`config.mk`:
```
export PLATFORM = sky130hd
export DESIGN_NAME = sound_voice_mixer_flat
export DESIGN_NICKNAME = d
export VERILOG_FILES = /design/src/rtl/sound_voice_mixer_if.sv /design/src/rtl/sound_voice_mixer.sv /design/src/flat_wrapper.sv
export SDC_FILE = /design/constraint.sdc
export NUM_CORES = 2
export LEC_CHECK = 0
export BUFFER_PORTS_ARGS = -buffer_cell sky130_fd_sc_hd__clkbuf_2
export CORE_MARGIN = 5
export CORE_UTILIZATION = 50
export CTS_CLUSTER_DIAMETER = 60
export DETAILED_ROUTE_END_ITERATION = 10
export PLACE_DENSITY = 0.66
export SYNTH_ARGS = -nofsm -noshare
export SYNTH_HDL_FRONTEND = slang
export SYNTH_SLANG_ARGS = --single-unit
export TNS_END_PERCENT = 100
```
`constraint.sdc`:
```
create_clock -name i_clk -period 5.25 [get_ports i_clk]
set_input_delay 0.2625 -clock i_clk [delete_from_list [all_inputs] [get_ports i_clk]]
set_output_delay 0.2625 -clock i_clk [all_outputs]
set_load 0.005 [all_outputs]
```
`src/rtl/sound_voice_mixer_if.sv`:
```
// Shared SRAM sample read port: the voice mixer drives requests (master), the sample memory answers (slave).
interface sound_voice_mixer_if #(
    parameter int ADDR_W   = 20,
    parameter int SAMPLE_W = 16
) ();
    logic                o_rd_req;
    logic [ADDR_W-1:0]   o_rd_addr;
    logic                i_rd_ack;
    logic [SAMPLE_W-1:0] i_rd_data;

    modport master (
        output o_rd_req,
        output o_rd_addr,
        input  i_rd_ack,
        input  i_rd_data
    );

    modport slave (
        input  o_rd_req,
        input  o_rd_addr,
        output i_rd_ack,
        output i_rd_data
    );
endinterface

```
`src/rtl/sound_voice_mixer.sv`:
```
// Programmable sound table plus N_VOICES concurrent sample players mixed with saturation once per sample tick.
// Optional looping playback is enabled by defining SOUND_VOICE_LOOP_EN.
module sound_voice_mixer #(
    parameter int N_SOUNDS = 25,
    parameter int N_VOICES = 4,
    parameter int ADDR_W   = 20,
    parameter int SAMPLE_W = 16
) (
    input  logic                        i_clk,
    input  logic                        i_rst,
    input  logic                        i_tbl_we,
    input  logic [$clog2(N_SOUNDS)-1:0] i_tbl_idx,
    input  logic [ADDR_W-1:0]           i_tbl_addr,
    input  logic [ADDR_W-1:0]           i_tbl_len,
    input  logic                        i_trig,
    input  logic [$clog2(N_SOUNDS)-1:0] i_trig_id,
    input  logic                        i_trig_loop,
    input  logic                        i_stop_all,
    output logic                        o_trig_ready,
    output logic                        o_trig_drop,
    input  logic                        i_sample_tick,
    sound_voice_mixer_if.master         rd_if,
    output logic [SAMPLE_W-1:0]         o_sample,
    output logic                        o_sample_valid,
    output logic [N_VOICES-1:0]         o_active,
    output logic                        o_overrun
);

    localparam int VW    = (N_VOICES > 1) ? $clog2(N_VOICES) : 1;
    localparam int ACC_W = SAMPLE_W + VW;
    localparam logic [VW-1:0] LAST_V = VW'(N_VOICES - 1);

    typedef enum logic [1:0] {
        ST_IDLE  = 2'd0,
        ST_FETCH = 2'd1,
        ST_MIX   = 2'd2
    } state_t;

    state_t              state_q, state_d;
    logic [ADDR_W-1:0]   tbl_addr_q [N_SOUNDS];
    logic [ADDR_W-1:0]   tbl_len_q  [N_SOUNDS];

    logic [N_VOICES-1:0] v_act_q, v_act_d;
    logic [N_VOICES-1:0] v_loop_q, v_loop_d;
    logic [ADDR_W-1:0]   v_base_q [N_VOICES];
    logic [ADDR_W-1:0]   v_base_d [N_VOICES];
    logic [ADDR_W-1:0]   v_len_q  [N_VOICES];
    logic [ADDR_W-1:0]   v_len_d  [N_VOICES];
    logic [ADDR_W-1:0]   v_pos_q  [N_VOICES];
    logic [ADDR_W-1:0]   v_pos_d  [N_VOICES];

    logic [VW-1:0]       cur_q, cur_d;
    logic [ACC_W-1:0]    acc_q, acc_d;
    logic                req_q, req_d;
    logic [ADDR_W-1:0]   addr_q, addr_d;
    logic [SAMPLE_W-1:0] sample_q, sample_d;
    logic                valid_q, valid_d;
    logic [N_VOICES-1:0] active_q, active_d;
    logic                overrun_q, overrun_d;
    logic                drop_q, drop_d;

    logic                id_ok_s;
    logic                wr_ok_s;
    logic [ADDR_W-1:0]   sel_addr_s;
    logic [ADDR_W-1:0]   sel_len_s;
    logic [VW:0]         free_s;
    logic [VW-1:0]       free_idx_s;
    logic                adv_s;

    // Lowest-index idle voice; MSB flags that one exists.
    function automatic logic [VW:0] find_free(input logic [N_VOICES-1:0] act);
        logic [VW:0] r;
        r = '0;
        for (int k = N_VOICES - 1; k >= 0; k--) begin
            if (!act[k]) begin
                r = {1'b1, VW'(k)};
            end else begin
                r = r;
            end
        end
        return r;
    endfunction

    function automatic logic [ACC_W-1:0] sext(input logic [SAMPLE_W-1:0] d);
        return {{VW{d[SAMPLE_W-1]}}, d};
    endfunction

    // Clamp when the guard bits above the sample sign bit disagree.
    function automatic logic [SAMPLE_W-1:0] saturate(input logic [ACC_W-1:0] a);
        logic [VW:0] hi;
        hi = a[ACC_W-1:SAMPLE_W-1];
        if ((&hi) || (~|hi)) begin
            return a[SAMPLE_W-1:0];
        end else if (a[ACC_W-1]) begin
            return {1'b1, {(SAMPLE_W-1){1'b0}}};
        end else begin
            return {1'b0, {(SAMPLE_W-1){1'b1}}};
        end
    endfunction

`ifndef SOUND_VOICE_LOOP_EN
    logic unused_trig_loop_s;
    assign unused_trig_loop_s = i_trig_loop;
`endif

    assign id_ok_s    = (int'(i_trig_id) < N_SOUNDS);
    assign wr_ok_s    = (int'(i_tbl_idx) < N_SOUNDS);
    assign sel_addr_s = id_ok_s ? tbl_addr_q[i_trig_id] : {ADDR_W{1'b0}};
    assign sel_len_s  = id_ok_s ? tbl_len_q[i_trig_id]  : {ADDR_W{1'b0}};
    assign free_s     = find_free(v_act_q);
    assign free_idx_s = free_s[VW-1:0];

    assign o_trig_ready    = (state_q == ST_IDLE);
    assign o_trig_drop     = drop_q;
    assign rd_if.o_rd_req  = req_q;
    assign rd_if.o_rd_addr = addr_q;
    assign o_sample        = sample_q;
    assign o_sample_valid  = valid_q;
    assign o_active        = active_q;
    assign o_overrun       = overrun_q;

    // Sound table write port; new entries are visible from the next cycle.
    always_ff @(posedge i_clk) begin
        if (i_rst) begin
            tbl_addr_q <= '{default: '0};
            tbl_len_q  <= '{default: '0};
        end else if (i_tbl_we && wr_ok_s) begin
            tbl_addr_q[i_tbl_idx] <= i_tbl_addr;
            tbl_len_q[i_tbl_idx]  <= i_tbl_len;
        end
    end

    // Next-state logic for the sequencer, voice registers and outputs.
    always_comb begin
        state_d   = state_q;
        cur_d     = cur_q;
        acc_d     = acc_q;
        req_d     = req_q;
        addr_d    = addr_q;
        sample_d  = sample_q;
        valid_d   = 1'b0;
        drop_d    = 1'b0;
        overrun_d = overrun_q;
        active_d  = v_act_q;
        v_act_d   = v_act_q;
        v_loop_d  = v_loop_q;
        v_base_d  = v_base_q;
        v_len_d   = v_len_q;
        v_pos_d   = v_pos_q;
        adv_s     = 1'b0;

        case (state_q)
            ST_IDLE: begin
                if (i_trig) begin
                    if (free_s[VW] && (sel_len_s != {ADDR_W{1'b0}})) begin
                        v_act_d[free_idx_s]  = 1'b1;
                        v_base_d[free_idx_s] = sel_addr_s;
                        v_len_d[free_idx_s]  = sel_len_s;
                        v_pos_d[free_idx_s]  = {ADDR_W{1'b0}};
`ifdef SOUND_VOICE_LOOP_EN
                        v_loop_d[free_idx_s] = i_trig_loop;
`else
                        v_loop_d[free_idx_s] = 1'b0;
`endif
                    end else begin
                        drop_d = 1'b1;
                    end
                end else begin
                    drop_d = 1'b0;
                end
                if (i_sample_tick) begin
                    acc_d   = {ACC_W{1'b0}};
                    cur_d   = {VW{1'b0}};
                    state_d = ST_FETCH;
                end else begin
                    state_d = ST_IDLE;
                end
            end

            ST_FETCH: begin
                if (i_sample_tick) begin
                    overrun_d = 1'b1;
                end else begin
                    overrun_d = overrun_q;
                end
                // An outstanding read always completes; its data only counts if the voice survived.
                if (req_q) begin
                    if (rd_if.i_rd_ack) begin
                        req_d = 1'b0;
                        adv_s = 1'b1;
                        if (v_act_q[cur_q] && !i_stop_all) begin
                            acc_d = acc_q + sext(rd_if.i_rd_data);
                            if (v_pos_q[cur_q] == (v_len_q[cur_q] - ADDR_W'(1))) begin
                                v_pos_d[cur_q] = {ADDR_W{1'b0}};
                                v_act_d[cur_q] = v_loop_q[cur_q];
                            end else begin
                                v_pos_d[cur_q] = v_pos_q[cur_q] + ADDR_W'(1);
                            end
                        end else begin
                            acc_d = acc_q;
                        end
                    end else begin
                        req_d = 1'b1;
                    end
                end else if (v_act_q[cur_q] && !i_stop_all) begin
                    req_d  = 1'b1;
                    addr_d = v_base_q[cur_q] + v_pos_q[cur_q];
                end else begin
                    adv_s = 1'b1;
                end
                if (adv_s) begin
                    if (cur_q == LAST_V) begin
                        state_d = ST_MIX;
                    end else begin
                        cur_d = cur_q + VW'(1);
                    end
                end else begin
                    cur_d = cur_q;
                end
            end

            ST_MIX: begin
                if (i_sample_tick) begin
                    overrun_d = 1'b1;
                end else begin
                    overrun_d = overrun_q;
                end
                sample_d = saturate(acc_q);
                valid_d  = 1'b1;
                state_d  = ST_IDLE;
            end

            default: begin
                state_d = ST_IDLE;
                req_d   = 1'b0;
            end
        endcase

        if (i_stop_all) begin
            v_act_d = {N_VOICES{1'b0}};
        end else begin
            v_act_d = v_act_d;
        end
    end

    // State and output registers with synchronous reset.
    always_ff @(posedge i_clk) begin
        if (i_rst) begin
            state_q   <= ST_IDLE;
            cur_q     <= {VW{1'b0}};
            acc_q     <= {ACC_W{1'b0}};
            req_q     <= 1'b0;
            addr_q    <= {ADDR_W{1'b0}};
            sample_q  <= {SAMPLE_W{1'b0}};
            valid_q   <= 1'b0;
            active_q  <= {N_VOICES{1'b0}};
            overrun_q <= 1'b0;
            drop_q    <= 1'b0;
            v_act_q   <= {N_VOICES{1'b0}};
            v_loop_q  <= {N_VOICES{1'b0}};
            v_base_q  <= '{default: '0};
            v_len_q   <= '{default: '0};
            v_pos_q   <= '{default: '0};
        end else begin
            state_q   <= state_d;
            cur_q     <= cur_d;
            acc_q     <= acc_d;
            req_q     <= req_d;
            addr_q    <= addr_d;
            sample_q  <= sample_d;
            valid_q   <= valid_d;
            active_q  <= active_d;
            overrun_q <= overrun_d;
            drop_q    <= drop_d;
            v_act_q   <= v_act_d;
            v_loop_q  <= v_loop_d;
            v_base_q  <= v_base_d;
            v_len_q   <= v_len_d;
            v_pos_q   <= v_pos_d;
        end
    end

endmodule

```
`src/flat_wrapper.sv`:
```
// flat-port wrapper written by rule: the top's interface ports become plain ports
module sound_voice_mixer_flat 
#(
    parameter int N_SOUNDS = 25,
    parameter int N_VOICES = 4,
    parameter int ADDR_W   = 20,
    parameter int SAMPLE_W = 16
)
  (i_clk, i_rst, i_tbl_we, i_tbl_idx, i_tbl_addr, i_tbl_len, i_trig, i_trig_id, i_trig_loop, i_stop_all, o_trig_ready, o_trig_drop, i_sample_tick, o_sample, o_sample_valid, o_active, o_overrun, rd_if_o_rd_req, rd_if_o_rd_addr, rd_if_i_rd_ack, rd_if_i_rd_data);
  sound_voice_mixer_if #(.ADDR_W(ADDR_W), .SAMPLE_W(SAMPLE_W)) rd_if_i ();
  input  logic i_clk;
  input  logic i_rst;
  input  logic i_tbl_we;
  input  logic [$clog2(N_SOUNDS)-1:0] i_tbl_idx;
  input  logic [ADDR_W-1:0] i_tbl_addr;
  input  logic [ADDR_W-1:0] i_tbl_len;
  input  logic i_trig;
  input  logic [$clog2(N_SOUNDS)-1:0] i_trig_id;
  input  logic i_trig_loop;
  input  logic i_stop_all;
  output logic o_trig_ready;
  output logic o_trig_drop;
  input  logic i_sample_tick;
  output logic [SAMPLE_W-1:0] o_sample;
  output logic o_sample_valid;
  output logic [N_VOICES-1:0] o_active;
  output logic o_overrun;
  output wire logic [$bits(rd_if_i.o_rd_req)-1:0] rd_if_o_rd_req;
  output wire logic [$bits(rd_if_i.o_rd_addr)-1:0] rd_if_o_rd_addr;
  input wire logic [$bits(rd_if_i.i_rd_ack)-1:0] rd_if_i_rd_ack;
  input wire logic [$bits(rd_if_i.i_rd_data)-1:0] rd_if_i_rd_data;
  assign rd_if_o_rd_req = rd_if_i.o_rd_req;
  assign rd_if_o_rd_addr = rd_if_i.o_rd_addr;
  assign rd_if_i.i_rd_ack = rd_if_i_rd_ack;
  assign rd_if_i.i_rd_data = rd_if_i_rd_data;
  sound_voice_mixer #(.N_SOUNDS(N_SOUNDS), .N_VOICES(N_VOICES), .ADDR_W(ADDR_W), .SAMPLE_W(SAMPLE_W)) u_core (.i_clk(i_clk), .i_rst(i_rst), .i_tbl_we(i_tbl_we), .i_tbl_idx(i_tbl_idx), .i_tbl_addr(i_tbl_addr), .i_tbl_len(i_tbl_len), .i_trig(i_trig), .i_trig_id(i_trig_id), .i_trig_loop(i_trig_loop), .i_stop_all(i_stop_all), .o_trig_ready(o_trig_ready), .o_trig_drop(o_trig_drop), .i_sample_tick(i_sample_tick), .rd_if(rd_if_i), .o_sample(o_sample), .o_sample_valid(o_sample_valid), .o_active(o_active), .o_overrun(o_overrun));
endmodule
```
==> out/results.tsv <==
stage	metric	value	unit
clocking	cts_inserted_buffers	144	
detailed_routing	vias_per_cell	5.99	
global_route	grt_pass1_vias	46800	
sta	rsz0062_at_grt	false	
power	p_leak	22.2	nW
placement	routabilityCongestion	0.871	
synth	netlist_top_cells_count	2123 x nand2_1, 1314 x dfxtp_1, 1108 x a21oi_1, 509 x clkbuf_1, 254 x mux4_2	
global_route	antenna_found_initial	14	
sta	fin_ws	754	ps
sta	period_share	85.6	%
placement	pre_cts_slack	389	ps
setup_path	critPathBufInv	1	
synth	synth_seq_cells	1314	
sta	finalSetupTns	0	ps
sta	relSlewSlack	18.4	%
power	max-vdd-ir-drop	0.000317	V
setup_path	crit_fanout	43	
setup_path	endpoint_kind	flop	
status	run_status	completed	
synth	synth_seq_area_share	44.7	%
setup_path	crit_slowest_cell	or4_4	
setup_path	startpoint	u_core.cur_q[0]$_SDFFE_PP0P_	
setup_path	slowest_delay	790	ps
floorplan	die_h	353	µm
placement	post-dp-hpwl	109000	µm
detailed_routing	via_count	49400	
sta	drv_slew	0	
layout	area_growth	10.5	%
synth	netlist_instances	6846	
floorplan	dieArea	0.125	mm²
setup_path	reg2reg_slack	750	ps
floorplan	core-area	0.117	mm²
clocking	clkTransAtPathRegs	60	ps
layout	design_area	0.0650	mm²
setup_path	startpoint_type	flop	
setup_path	cp.arrival	5130	ps
detailed_routing	avgRoutedWirePerCell	22.6	µm
synth	synth-edff-count	0	
detailed_routing	ant_nets	0	
synth	synthesis.nets	6967	
synth	yosysTopAreaCellShare	44.7	%
setup_path	crit_cells	10	
floorplan	die_w	353	µm
detailed_routing	dr.pass1.iters	6	
clocking	htreeDepth	4	
sta	setup_viol	0	
detailed_routing	remaining_drc_errors	0	
layout	nets	6714	
global_route	grt_use_total	28.8	%
setup_path	critPathKind	flop to flop	
setup_path	cp_top_family	simple AND/OR/NAND/NOR gates	
global_route	grt_overflow	0	
setup_path	worst_r2r_endpoint	u_core.v_pos_q[26]$_SDFFE_PP0P_	
synth	yosysWarnings	0	
sta	fin_crit	4500	ps
detailed_routing	drt_iter0_drc	5661	
placement	numPortBuffers	117	
setup_path	critPathCapture	u_core.v_pos_q[26]$_SDFFE_PP0P_	
clocking	cts_max_path_buffers	3	
global_route	grt_max_degree	197	
sta	tightest_slew	1220	ps
synth	synth_top_area_cell	dfxtp_1	
synth	synthesis.area	0.0588	mm²
sta	fmax	222	MHz
floorplan	pin_count	119	
synth	synth.most_common_cell	nand2_1	
synth	syn_avg_cell_area	8.59	µm²
global_route	grt_pass1_wl	284000	µm
min_path	hold_class	input port to flop	
setup_path	cp_cell_sequence	buf_12 -> mux4_2 -> nor3_2 -> nand2_1 -> or4_1 -> a21boi_0 -> o31ai_1 -> or4_4 -> and2_1 -> a22o_1	
clocking	cts_tree	built	
flow_run	cap_violations	0	
synth	ys.flop_type	dfxtp_1	
sta	hold_violations	0	
power	power_density	333	mW/mm²
clocking	cts_sinks	1314	
sta	clock_skew	29.3	ps
floorplan	start_util	50.5	%
synth	synthTopCellsByArea	dfxtp_1 45%, nand2_1 14%, mux4_2 9.7%, a21oi_1 9.4%, mux2i_1 4.3%	
clocking	clk_latency	760	ps
synth	synthDistinctLibCells	76	
setup_path	required	5880	ps
detailed_routing	drt_wl_total	186000	µm
setup_path	rr_worst_depth	10	
placement	placed_cell_area	0.0601	mm²
clocking	clockRootBuffer	clkbuf_16	
synth	async_flop_share	0	%
floorplan	rows	125	
layout	drive_gt1_share	13.2	%
setup_path	r2r-start	u_core.cur_q[0]$_SDFFE_PP0P_	
[cell usage in the layout, fill, tap and decap left out, types with 8 or more instances in the layout]
cell and instances:
clkinv_2 25, nand2_1 2108, and3_1 14, buf_4 109, nor4_1 11, nand3_1 61
xnor2_1 46, mux4_2 254, clkbuf_16 150, a22o_1 44, inv_1 31, nand3b_1 11
a22oi_1 65, clkbuf_8 32, a32o_1 38, o211ai_1 18, nor2_1 122, nand2b_1 131
nor2b_1 111, clkbuf_2 113, mux2_2 77, and2_1 11, nor3_1 28, o31ai_1 9
nand2_2 13, dfxtp_1 1312, or3_1 14, nand4_1 19, a21oi_1 1108, nand3_2 10
a31oi_1 10, or2_2 8, mux2i_1 253, clkbuf_1 32, xor2_1 23, buf_12 17
ha_1 45, o21ai_0 52
[metrics by stage]
stage | power, mW | std cells | hold slack [ps] | utilization, %
6_report | 21.6 | 8239 | 24.2 | 55.8
5_1_grt | 22.3 | 8237 | 54.1 | 55.8
4_1_cts | 21.7 | 8232 | 1.92 | 55.8
3_5_place_dp | 11.6 | 7966 | 443 | 51.6
3_3_place_gp | 11.6 | 7966 | 438 | 51.6
2_1_floorplan | 11.2 | 6846 | 398 | -
[final cells by class]
type	instances	area, µm²
inverters	32	121
clock buffers	214	4310
well taps	1524	1910
diodes	7	17.5
fillers	10400	51500
clock inverters	47	485
multi-input cells	4854	30000
repair buffers	247	1820
flip-flops and latches	1314	26300
[cell families after synthesis]
logic type | Yosys count | share of synthesized area, %
mux | 584 | 15.5
buf+inv | 678 | 4.69
compound gates | 1416 | 13.5
flops | 1314 | 44.7
xor+xnor | 69 | 1.03
simple gates | 2738 | 19.5
fa+ha+maj | 47 | 1.03
[power by group]
part	switching [mW]	total [mW]	internal (mW)
Sequential	0.0382	10.1	10.0
Clock	4.25	10.2	5.98
Combinational	0.933	1.35	0.412
Total	5.22	21.6	16.4
[metal layers]
metal | up-vias | wire, µm | track usage, %
li1 | 22800 | - | -
met1 | 23900 | 76700 | 38.9
met2 | 2189 | 85200 | 46.0
met3 | 442 | 16800 | 5.39
met4 | 10 | 7380 | 11.5
met5 | - | 70 | 0
[worst min-delay path by stage]
stage	from	depth (start not counted)	slack, ps	to
2_1_floorplan	i_trig	2	400	u_core.o_trig_drop$_SDFF_PP0_
3_3_place_gp	u_core.tbl_len_q[353]$_SDFFE_PP0P_	2	440	u_core.tbl_len_q[353]$_SDFFE_PP0P_
3_5_place_dp	u_core.tbl_addr_q[295]$_SDFFE_PP0P_	2	440	u_core.tbl_addr_q[295]$_SDFFE_PP0P_
4_1_cts	rd_if_i_rd_data[5]	5	2	u_core.acc_q[5]$_SDFFE_PP0P_
5_1_grt	i_rst	2	50	u_core.rd_if.o_rd_addr[2]$_SDFFE_PP0P_
6_report	i_rst	2	20	u_core.rd_if.o_rd_addr[6]$_SDFFE_PP0P_
[flip-flops by register name, summed over array words and instances (netlist names), 16 cells and up]
name,count
u_core.v_pos_q,80
u_core.tbl_addr_q,500
u_core.v_base_q,80
u_core.rd_if.o_rd_addr,20
u_core.o_sample,16
u_core.tbl_len_q,500
u_core.v_len_q,80
u_core.acc_q,18
[what timing repair did]
action / 4_1_cts / 5_1_grt
hold buffers: 5 / 0
setup buffers: 0 / 0
gates resized for setup: 0 / 0
endpoints found under the hold margin: 9 / 0
(Power assumes the default switching activity.)
